**src/rtl/alu_issue_pkg.sv**
```systemverilog
// Shared constants and types for the ALU issue slice.
// Holds ALU op codes, RV32I opcode/funct7 values and the issue payload bundle.
`timescale 1ns/1ps
package alu_issue_pkg;

  localparam logic [3:0] ALU_ADD  = 4'b0000;
  localparam logic [3:0] ALU_SUB  = 4'b0001;
  localparam logic [3:0] ALU_XOR  = 4'b0010;
  localparam logic [3:0] ALU_OR   = 4'b0011;
  localparam logic [3:0] ALU_AND  = 4'b0100;
  localparam logic [3:0] ALU_SLL  = 4'b0101;
  localparam logic [3:0] ALU_SRL  = 4'b0110;
  localparam logic [3:0] ALU_SRA  = 4'b0111;
  localparam logic [3:0] ALU_SLT  = 4'b1000;
  localparam logic [3:0] ALU_SLTU = 4'b1001;

  localparam logic [6:0] OPC_OP     = 7'b0110011;
  localparam logic [6:0] OPC_OP_IMM = 7'b0010011;
  localparam logic [6:0] OPC_LUI    = 7'b0110111;
  localparam logic [6:0] OPC_AUIPC  = 7'b0010111;

  localparam logic [6:0] F7_BASE = 7'b0000000;
  localparam logic [6:0] F7_ALT  = 7'b0100000;

  typedef struct packed {
    logic [31:0] in1;
    logic [31:0] in2;
    logic [3:0]  code;
    logic [4:0]  rd;
    logic        wb_en;
    logic        illegal;
  } issue_t;

  // alt selects SUB over ADD and SRA over SRL.
  function automatic logic [3:0] f3_code(
    input logic [2:0] f3,
    input logic       alt
  );
    logic [3:0] c;
    c = ALU_ADD;
    case (f3)
      3'b000: c = alt ? ALU_SUB : ALU_ADD;
      3'b001: c = ALU_SLL;
      3'b010: c = ALU_SLT;
      3'b011: c = ALU_SLTU;
      3'b100: c = ALU_XOR;
      3'b101: c = alt ? ALU_SRA : ALU_SRL;
      3'b110: c = ALU_OR;
      default: c = ALU_AND;
    endcase
    return c;
  endfunction

endpackage

```
**src/rtl/alu_issue_decode.sv**
```systemverilog
// Combinational RV32I ALU-class decoder: instruction -> operands, code, rd.
// Ports: instr/pc/rs1_data/rs2_data in; in1/in2/code/rd/wb_en/illegal out.
`timescale 1ns/1ps
module alu_decode
  import alu_issue_pkg::*;
(
  input  logic [31:0] instr,
  input  logic [31:0] pc,
  input  logic [31:0] rs1_data,
  input  logic [31:0] rs2_data,
  output logic [31:0] in1,
  output logic [31:0] in2,
  output logic [3:0]  code,
  output logic [4:0]  rd,
  output logic        wb_en,
  output logic        illegal
);

  logic [6:0]  opc;
  logic [2:0]  f3;
  logic [6:0]  f7;
  logic [31:0] i_imm;
  logic [31:0] u_imm;
  logic        shift;
  logic        legal;
  logic [31:0] a;
  logic [31:0] b;
  logic [3:0]  c;

  assign opc   = instr[6:0];
  assign f3    = instr[14:12];
  assign f7    = instr[31:25];
  assign i_imm = {{20{instr[31]}}, instr[31:20]};
  assign u_imm = {instr[31:12], 12'b0};
  assign shift = (f3 == 3'b001) || (f3 == 3'b101);

  always_comb begin
    legal = 1'b0;
    a     = '0;
    b     = '0;
    c     = ALU_ADD;
    case (opc)
      OPC_OP: begin
        legal = (f7 == F7_BASE) ||
                ((f7 == F7_ALT) &&
                 ((f3 == 3'b000) || (f3 == 3'b101)));
        a = rs1_data;
        b = shift ? {27'b0, rs2_data[4:0]} : rs2_data;
        c = f3_code(f3, f7[5]);
      end
      OPC_OP_IMM: begin
        if (f3 == 3'b001)
          legal = (f7 == F7_BASE);
        else if (f3 == 3'b101)
          legal = (f7 == F7_BASE) || (f7 == F7_ALT);
        else
          legal = 1'b1;
        a = rs1_data;
        b = shift ? {27'b0, instr[24:20]} : i_imm;
        // imm bit 30 only means "alt" for right shifts
        c = f3_code(f3, (f3 == 3'b101) && f7[5]);
      end
      OPC_LUI: begin
        legal = 1'b1;
        b     = u_imm;
      end
      OPC_AUIPC: begin
        legal = 1'b1;
        a     = pc;
        b     = u_imm;
      end
      default: legal = 1'b0;
    endcase
  end

  assign in1     = legal ? a : '0;
  assign in2     = legal ? b : '0;
  assign code    = legal ? c : ALU_ADD;
  assign rd      = legal ? instr[11:7] : '0;
  assign wb_en   = legal && (instr[11:7] != 5'd0);
  assign illegal = ~legal;

endmodule

```
**src/rtl/alu_issue.sv**
```systemverilog
// ALU issue stage: decodes a beat into an output register with one skid entry.
// Ports: clk/rst/flush; in_* valid/ready beat; out_* issued beat; illegal count.
`timescale 1ns/1ps
module alu_issue
  import alu_issue_pkg::*;
#(
  parameter int CNT_W = 16
) (
  input  logic             clk,
  input  logic             rst,
  input  logic             flush,
  input  logic             in_valid,
  output logic             in_ready,
  input  logic [31:0]      in_instr,
  input  logic [31:0]      in_pc,
  input  logic [31:0]      in_rs1_data,
  input  logic [31:0]      in_rs2_data,
  output logic             out_valid,
  input  logic             out_ready,
  output logic [31:0]      out_in1,
  output logic [31:0]      out_in2,
  output logic [3:0]       out_alu_control,
  output logic [4:0]       out_rd,
  output logic             out_wb_en,
  output logic             out_illegal,
  output logic [CNT_W-1:0] out_illegal_cnt
);

  issue_t           dec;
  issue_t           out_q;
  issue_t           skid_q;
  logic             out_v;
  logic             skid_v;
  logic             ready_q;
  logic [CNT_W-1:0] cnt_q;
  logic             accept;
  logic             free;

  alu_decode u_dec (
    .instr    (in_instr),
    .pc       (in_pc),
    .rs1_data (in_rs1_data),
    .rs2_data (in_rs2_data),
    .in1      (dec.in1),
    .in2      (dec.in2),
    .code     (dec.code),
    .rd       (dec.rd),
    .wb_en    (dec.wb_en),
    .illegal  (dec.illegal)
  );

  // ready_q mirrors "skid empty"; flush/rst only mask it for one cycle
  assign in_ready = ready_q & ~flush & ~rst;
  assign accept   = in_valid & in_ready;
  assign free     = ~out_v | out_ready;

  always_ff @(posedge clk) begin
    if (rst) begin
      out_v   <= 1'b0;
      skid_v  <= 1'b0;
      ready_q <= 1'b1;
      out_q   <= '0;
      skid_q  <= '0;
      cnt_q   <= '0;
    end else begin
      if (accept && dec.illegal && (cnt_q != '1))
        cnt_q <= cnt_q + 1'b1;
      if (flush) begin
        out_v   <= 1'b0;
        skid_v  <= 1'b0;
        ready_q <= 1'b1;
      end else if (free) begin
        // skid occupied implies no accept this cycle
        if (skid_v) begin
          out_q   <= skid_q;
          out_v   <= 1'b1;
          skid_v  <= 1'b0;
          ready_q <= 1'b1;
        end else begin
          out_v <= accept;
          if (accept)
            out_q <= dec;
        end
      end else if (accept) begin
        skid_q  <= dec;
        skid_v  <= 1'b1;
        ready_q <= 1'b0;
      end
    end
  end

  assign out_valid       = out_v;
  assign out_in1         = out_q.in1;
  assign out_in2         = out_q.in2;
  assign out_alu_control = out_q.code;
  assign out_rd          = out_q.rd;
  assign out_wb_en       = out_q.wb_en;
  assign out_illegal     = out_q.illegal;
  assign out_illegal_cnt = cnt_q;

endmodule

```
**config.mk**
```make
export PLATFORM = sky130hd
export DESIGN_NAME = alu_issue
export DESIGN_NICKNAME = d
export VERILOG_FILES = /design/src/rtl/alu_issue_pkg.sv /design/src/rtl/alu_issue_decode.sv /design/src/rtl/alu_issue.sv
export SDC_FILE = /design/constraint.sdc
export NUM_CORES = 1
export LEC_CHECK = 0
export ABC_AREA = 1
export CAP_MARGIN = 5
export CORE_MARGIN = 1
export CORE_UTILIZATION = 40
export DETAILED_ROUTE_END_ITERATION = 8
export HOLD_SLACK_MARGIN = 0.03
export PLACE_DENSITY = 0.75
export SLEW_MARGIN = 25
export SYNTH_ARGS = -nofsm -noshare
export SYNTH_HDL_FRONTEND = slang
export SYNTH_SLANG_ARGS = --single-unit
```
**constraint.sdc**
```tcl
create_clock -name clk -period 3.1 [get_ports clk]
set_clock_uncertainty 0.05 [all_clocks]
set_input_delay 0.62 -clock clk [delete_from_list [all_inputs] [get_ports clk]]
set_output_delay 0.62 -clock clk [all_outputs]
set_load 0.01 [all_outputs]
```
==> impl_metrics.toml, run 1 <==
[place]
io_buffers = 225
dp_hpwl_um = 17000
placed_cell_area_um2 = 10600
gp_congestion = 0.866
dpl_worst_slack_ps = 208
dp.cells = 1575

[pwr]
power_mw = 4.88
powerDensity_nw_per_um2 = 437
peakVddDrop_v = 0.000330
p_leak_nw = 4.26

[sta]
hold_viol = 0
setup_violations = 0
timing.final.crit_period_ps = 2600
max_slew.worst_pin.slew_ps = 923
fin_crit_sh = 0.839
finalSetupTns_ps = 0
maxSlewViolCount = 0
setup_slack_ps = 499
max-slew-margin-rel = 0.385
fmax_mhz = 384
rsz0062_at_grt = "no"

[yosys]
yosysTopAreaCell = "dfxtp_1"
ys_types = 32
async_flop_share = 0
synthTopCellsByCount = "242 x a21oi_1, 231 x nand2_1, 169 x dfxtp_1"
yosysWarningCount = 0
synth_mux_area_frac = 0
synth-simple-area-share = 0.244
synth-seq-cells = 169
postSynthCellCount = 1161
synth_top_family_by_area = "compound AO/OA/AOI/OAI gates"
synthAdderAreaFrac = 0.00154
yosys.area.top_type_share = 0.416
ys_seq_area_frac = 0.416
avgSynthCellArea_um2 = 7.00
synthXorXnorAreaFrac = 0.0140
ys.flop_type = "dfxtp_1"
synth_fp_nets = 1295
yosysMostFrequentCell = "a21oi_1"
synth_area_um2 = 8130
synth_edf_count = 0
synth.area.top_cells = "dfxtp_1 42%, a21oi_1 15%, nand2_1 11%, nand3_1 9.5%, o21ai_0 9.0%"
synth_compound_area_frac = 0.252

[outcome]
status = "completed"

[grt]
grt_usage = 0.246
grt_pass1_wl_um = 40300
grt_pass1_vias = 7922
antenna_found_initial = 0
grt-ovfl-total = 0
grt_max_degree = 98

[drt]
drc_errors = 0
post_drt_wl_per_cell_um = 15.9
drt-initial-drc-count = 718
wirelength_um = 25500
via_count = 8604
antenna_left = 0
drt-vias-per-instance = 5.36
drt_pass1_iterations = 5

[finish]
fin_area_um2 = 11200
areaGrowthSynthToFinish_pct = 37.3
nets = 1463
drive_above_1_share = 0.0619
instances_no_fill = 1606
insertedDiodeCount = 0

[worst_setup_path]
worst_path_largest_cell_delay_ps = 540
path_cells = "clkdlybuf4s50_1 -> nor2_2 -> inv_2 -> nor2_4 -> clkdlybuf4s50_1"
cp_num_buf_inv = 3
critPathLaunchType = "input port"
crit_type = "in2out"
cp_data_required_time_ps = 2430
end_kind = "primary output"
cp_max_fo = 3
cp.arrival_ps = 1930
crit_family = "buffers and inverters"
crit_path_top_delay_cell = "clkdlybuf4s50_1"
crit_path_frequent_cell = "clkdlybuf4s50_1"

[die]
ios = 226
row_count = 51
fp.dieW_um = 145
core_area_um2 = 19700
dieArea_um2 = 20900
die_y_um = 145
initial_core_util = 0.412

[run]
cap_violations = 0

[cts]
insertion_delay_ps = 420
numCtsBuffers = 17
htree_levels = 4
cts_buffer_depth = 2
cts_tree = "done"
clkSinkCount = 169
cts-root-buf = "clkbuf_16"
post_cts_buffers = 0
ctsHoldBuffers = 0
clk_pin_slew_ps = 60
cts_resized = 0

[min_path]
hold_path_class = "reg2reg"
registers in the layout, summed over array words and instances, names as in the netlist:
| name | count |
|---|---|
| skid_q | 75 |
| out_in1 | 32 |
| out_in2 | 32 |
| out_illegal_cnt | 16 |
| out_rd | 5 |
| out_alu_control | 4 |
| out_illegal | 1 |
| out_valid | 1 |
| out_wb_en | 1 |
| ready_q | 1 |
| skid_v | 1 |
metrics by stage:
| stage | hold WS, ps | utilization |
|---|---|---|
| after floorplan | 442 | - |
| after global placement | 444 | 0.535 |
| after detailed placement | 451 | 0.535 |
| after CTS | 461 | 0.566 |
| after global routing | 488 | 0.566 |
| final | 461 | 0.566 |
cells in the final DEF, fill, tap and decap left out:
| master | n |
|---|---|
| clkinvlp_4 | 1 |
| clkinv_4 | 3 |
| clkdlybuf4s50_1 | 225 |
| nand3_2 | 1 |
| nor3_2 | 1 |
| clkbuf_16 | 17 |
| nor2_4 | 3 |
| bufinv_16 | 3 |
| clkinv_2 | 3 |
| xor2_1 | 8 |
| a21oi_1 | 242 |
| xnor2_1 | 5 |
| o211ai_1 | 3 |
| nand3_4 | 1 |
| nor2_2 | 4 |
| inv_1 | 23 |
| nor3_4 | 1 |
| nand2_4 | 1 |
| nand3b_1 | 2 |
| nor2_1 | 26 |
| clkbuf_8 | 2 |
| dfxtp_1 | 168 |
| nor3_1 | 5 |
| nand3_1 | 154 |
| clkbuf_1 | 2 |
| buf_12 | 9 |
| nand4_2 | 3 |
| buf_4 | 17 |
| nand4_1 | 5 |
| o21ai_0 | 146 |
| a22o_1 | 5 |
| nand2_2 | 4 |
| dfxtp_2 | 1 |
| nand2_1 | 230 |
| inv_2 | 7 |
| o21ai_1 | 8 |
| ha_1 | 1 |
| inv_6 | 1 |
worst reg2reg max path: stages (launching register included):
cell and delay [ps]:
dfxtp_1 450, ha_1 270, nand2_2 100, nor3_4 310, nand4_2 250, nand4_2 380
inv_1 110, nor2_1 100, nor2_1 50
path summary, 6_finish.rpt:
path	slack [ps]	from	end	cells after the start
setup / recovery	500	flush	in_ready	5
hold / removal	460	out_illegal_cnt[9]	out_illegal_cnt[9]	2
setup reg to reg	940	out_illegal_cnt[0]	out_illegal_cnt[1]	8
hold reg to reg	460	out_illegal_cnt[9]	out_illegal_cnt[9]	2
metal layers:
layer  share of wire  track usage
met5               0            0
met4           0.018       0.0892
met2            0.47        0.394
met3           0.064       0.0563
met1            0.44        0.320
cell type report:
| class | count | area (um2) |
|---|---|---|
| sequential | 169 | 3380 |
| fill | 1843 | 8560 |
| timing repair buffer | 251 | 2560 |
| tap | 265 | 332 |
| clock buffer | 21 | 460 |
| clock inverter | 10 | 143 |
| inverter | 31 | 118 |
| multi-input combinational | 859 | 4160 |
report_power, final:
group / internal, mW / switching (mW)
logic: 0.258 / 0.197
clock network: 1.31 / 0.884
registers: 2.21 / 0.0231
total: 3.78 / 1.10
cell families (layout without fill, tap and decap cells):
logic type | Yosys count | after routing
AOI/OAI and AO/OA | 404 | 404
xor gates and xnor gates | 13 | 13
adders and majority gates | 1 | 1
buffers and inverters | 133 | 313
DFF | 169 | 169
and+or+nand+nor | 441 | 441
No activity file was read; power rests on OpenSTA's default activity.
==> inputs of run 2 (changes only) <==
- clock period: 3.1 -> 2.4 ns (I/O delays scaled with it)
==> run 2 against run 1 <==
Against the previous run:
- largest power group unchanged
- die area unchanged
- critical path type is now reg2out
- clock power increased by 30%
- routed wire length decreased by 0.53%
- via count increased by 1.5%
- sequential power increased by 29%
- clock-buffer cell count decreased by 2
==> impl_metrics.toml, run 2 (same netlist as run 1, synthesis figures left out) <==
[drt]
drc_errors = 0
antenna_left = 0
drt-vias-per-instance = 5.37
via_count = 8737
drt-initial-drc-count = 498
post_drt_wl_per_cell_um = 15.6
drt_pass1_iterations = 7
wirelength_um = 25400

[sta]
setup_slack_ps = 379
rsz0062_at_grt = "no"
fin_crit_sh = 0.842
max-slew-margin-rel = 0.388
max_slew.worst_pin.slew_ps = 918
finalHoldWorstSlack_ps = 455
fmax_mhz = 495
maxSlewViolCount = 0
setup_violations = 0
timing.final.crit_period_ps = 2020
hold_viol = 0

[worst_setup_path]
critPathLaunchType = "flop"
crit_family = "buffers and inverters"
cp.arrival_ps = 1490
cp_max_fo = 7
worst_path_largest_cell_delay_ps = 590
cp_num_buf_inv = 1
end_kind = "primary output"
cp_data_required_time_ps = 1870
path_cells = "clkdlybuf4s50_1"
crit_type = "reg2out"
crit_path_top_delay_cell = "clkdlybuf4s50_1"

[finish]
drive_above_1_share = 0.0764
insertedDiodeCount = 0
regMostFlops = "skid_q"
nets = 1482
fin_util = 0.578
final_cell_mix = "242 x a21oi_1, 230 x nand2_1, 224 x clkdlybuf4s50_1"
mostFrequentLayoutCell = "a21oi_1"
largest_reg_flops = 75
areaGrowthSynthToFinish_pct = 40.1

[pwr]
peakVddDrop_v = 0.000410
p_leak_nw = 4.39
powerDensity_nw_per_um2 = 556

[die]
row_count = 51
core_area_um2 = 19700
ios = 226
fp.dieW_um = 145
die_y_um = 145
dieArea_um2 = 20900
initial_core_util = 0.412

[outcome]
status = "completed"

[place]
io_buffers = 225
dp_hpwl_um = 17100
gp_congestion = 0.891
dpl_worst_slack_ps = -8.90

[cts]
numCtsBuffers = 17
ctsHoldBuffers = 0
cts_tree = "done"
clkSinkCount = 169
cts-root-buf = "clkbuf_16"
clk_pin_slew_ps = 70
cts_buffer_depth = 2
insertion_delay_ps = 420
htree_levels = 4

[grt]
antenna_found_initial = 0
grt_pass1_vias = 8092
grt_pass1_wl_um = 40500
grt_max_degree = 77
grt-ovfl-total = 0
grt_usage = 0.245

[min_path]
hold_path_class = "reg2reg"

[run]
cap_violations = 0
[run 2: changes by cell type in the layout (fill, tap and decap cells not counted), sizes merged]
cell	delta
dlymetal6s2s	+1
clkdlybuf4s50	-1
buf	+19
clkbuf	-2
inv	+2
clkinv	-1
clkinvlp	+2
[run 2: final cells by class]
cell class,count,area [um2]
clock buffers,19,443
clock inverters,13,169
fillers,1805,8330
inverters,31,118
multi-input cells,859,4160
flip-flops and latches,169,3380
well taps,265,332
repair buffers,270,2780
[run 2: timing repair]
item / in CTS / in global routing
setup endpoints to repair: 0 / 1
resized for setup: 0 / 1
setup buffers: 0 / 0
[run 2: final timing paths]
kind | from | endpoint | slack, ps | depth (start not counted)
hold / removal | out_illegal_cnt[9] | out_illegal_cnt[9] | 460 | 2
setup / recovery | out_illegal_cnt[2] | out_illegal_cnt[2] | 380 | 1
hold reg to reg | out_illegal_cnt[9] | out_illegal_cnt[9] | 460 | 2
setup reg to reg | out_illegal_cnt[0] | out_illegal_cnt[2] | 380 | 8
[run 2: per-layer routing]
layer / track usage / part of all wire / up-vias
li1: - / - / 4363
met1: 0.316 / 0.44 / 4041
met2: 0.401 / 0.48 / 293
met3: 0.0573 / 0.063 / 40
met4: 0.0825 / 0.020 / 0
met5: 0 / 0 / -
[run 2: power by group]
part | internal [mW] | leakage, nW | total [mW] | switching [mW]
combinational | 0.352 | 2.73 | 0.609 | 0.257
sequential | 2.85 | 1.37 | 2.88 | 0.0296
clock | 1.68 | 0.292 | 2.84 | 1.16
[run 2: per-stage QoR]
stage / area [um2] / TNS, ps / power (mW) / cells
5_1_grt: 11400 / 0 / 6.56 / 1626
6_report: 11400 / 0 / 6.33 / 1626
3_3_place_gp: 10800 / 0 / 3.55 / 1594
4_1_cts: 11400 / 0 / 6.39 / 1626
2_1_floorplan: 8130 / 0 / 3.14 / 1161
3_5_place_dp: 10800 / -16.3 / 3.55 / 1594
==> inputs of run 3 (changes only) <==
- clock period: 2.4 -> 1.9 ns (I/O delays scaled with it)
==> run 3 against run 2 <==
Against the previous run:
- global-route usage down 0.19 points
- critical path depth grew 9
- first-iteration DRC count rose by 41%
- via count up 1.1%
- flip-flop and latch count did not move
- die area is the same
- sequential share of layout area is 0.83 points lower
- largest power group unchanged
==> impl_metrics.toml, run 3 (same netlist as run 1, synthesis figures left out) <==
[finish]
largest_reg_flops = 75
areaGrowthSynthToFinish_pct = 44.4
nets = 1506
nFillCells = 1762
mostFrequentLayoutCell = "a21oi_1"
final_cell_mix = "240 x a21oi_1, 229 x nand2_1, 218 x clkdlybuf4s50_1"
insertedDiodeCount = 0
drive_above_1_share = 0.0996
regMostFlops = "skid_q"

[sta]
setup_slack_ps = 50.7
setup_violations = 0
timing.final.crit_period_ps = 1850
maxSlewViolCount = 0
fmax_mhz = 541
fin_crit_sh = 0.973
hold_viol = 0
max_slew.worst_pin.slew_ps = 407
max-slew-margin-rel = 0.729
rsz0062_at_grt = "yes"

[pwr]
power_mw = 8.05
power_switching_mw = 1.86
clkPwrFrac = 0.447
p_seq_frac = 0.452
combPwrFrac = 0.101
p_int_mw = 6.20
p_leak_nw = 4.60
sw_frac_of_total = 0.231
peakVddDrop_v = 0.000524
powerDensity_nw_per_um2 = 686

[cts]
cts_tree = "done"
insertion_delay_ps = 420
ctsHoldBuffers = 0
cts_buffer_depth = 2
numCtsBuffers = 17
cts-root-buf = "clkbuf_16"
htree_levels = 4
clkSinkCount = 169
clk_pin_slew_ps = 60

[worst_setup_path]
crit_start = "in_instr[2]"
cp_data_required_time_ps = 2210
critPathLaunchType = "input port"
cp.arrival_ps = 2160
end_kind = "flop"
r2r_start = "out_illegal_cnt[6]"
crit_type = "in2reg"
cp_max_fo = 26

[die]
die_y_um = 145
dieArea_um2 = 20900
fp.dieW_um = 145
row_count = 51
initial_core_util = 0.412
ios = 226
core_area_um2 = 19700

[place]
dp_hpwl_um = 17200
io_buffers = 225
gp_congestion = 0.943
dpl_worst_slack_ps = -405

[grt]
grt-ovfl-total = 0
antenna_found_initial = 1
grt_usage = 0.243
grt_max_degree = 87
grt_pass1_vias = 7713
grt_pass1_wl_um = 39800

[run]
cap_violations = 0

[drt]
via_count = 8832
antenna_left = 0
post_drt_wl_per_cell_um = 15.9
drt-initial-drc-count = 700
drt-vias-per-instance = 5.35
drt_pass1_iterations = 5
wirelength_um = 26300
drc_errors = 0

[outcome]
status = "completed"

[min_path]
hold_path_class = "in2reg"
worstHoldStart = "in_instr[13]"
## run 3: cell types whose count changed in the layout (fill, tap and decap cells not counted), sizes merged
| cell | delta |
|---|---|
| buf | +20 |
| clkdlybuf4s15 | +1 |
| dlymetal6s2s | +5 |
| clkinv | -1 |
| clkbuf | +5 |
| clkdlybuf4s50 | -6 |
## run 3: power by group through the flow
stage	Clock, mW	Combinational (mW)	Sequential (mW)
2_1_floorplan	0	0.223	3.74
3_3_place_gp	0	0.785	3.72
3_5_place_dp	0	0.790	3.72
4_1_cts	3.65	0.792	3.64
5_1_grt	3.81	0.872	3.65
6_report	3.60	0.812	3.64
## run 3: cell type report
class	count	area (um2)	area share
inverter	31	120	0.0102
sequential	169	3390	0.289
clock buffer	20	447	0.0381
tap	265	332	0.0283
timing repair buffer	294	3070	0.262
multi-input combinational	859	4210	0.359
clock inverter	12	165	0.0141
## run 3: timing repair
item                                    4_1_cts  5_1_grt
resized for setup                             2       28
cloned                                        0        4
endpoints found under the setup margin        2      149
buffers inserted                              0        2
pin swaps                                     0        4
## run 3: worst paths after layout
kind	slack, ps	endpoint	cells past startpoint
worst max-delay path	50	out_in1[5]	10
worst min-delay path	310	skid_q[10]	3
worst max register to register	260	out_illegal_cnt[6]	7
worst min register to register	450	out_illegal_cnt[10]	2
## run 3: critical path, stage by stage
cell	delay, ps
clkdlybuf4s50_1	430
nor2_1	240
nand3_4	170
nor2_4	160
nand2_2	90
nand3_4	110
buf_12	150
clkbuf_16	210
nand3_1	80
a21oi_1	130
## run 3: per-stage QoR
step | hold WS, ps | utilization | instances | setup TNS [ps] | cell area [um2]
after floorplan | 399 | - | 1161 | 0 | 8130
after global placement | 446 | 0.553 | 1612 | -47210 | 10900
after detailed placement | 442 | 0.553 | 1612 | -53920 | 10900
after CTS | 454 | 0.584 | 1644 | 0 | 11500
after global routing | 312 | 0.595 | 1650 | -227 | 11700
final | 307 | 0.595 | 1650 | 0 | 11700
## run 3: per-layer routing
| metal | routed length (um) | track usage | vias up |
|---|---|---|---|
| met2 | 12700 | 0.391 | 279 |
| met1 | 11700 | 0.327 | 4118 |
| li1 | - | - | 4408 |
| met3 | 1520 | 0.0490 | 25 |
| met5 | 10 | 0 | - |
| met4 | 405 | 0.0737 | 2 |
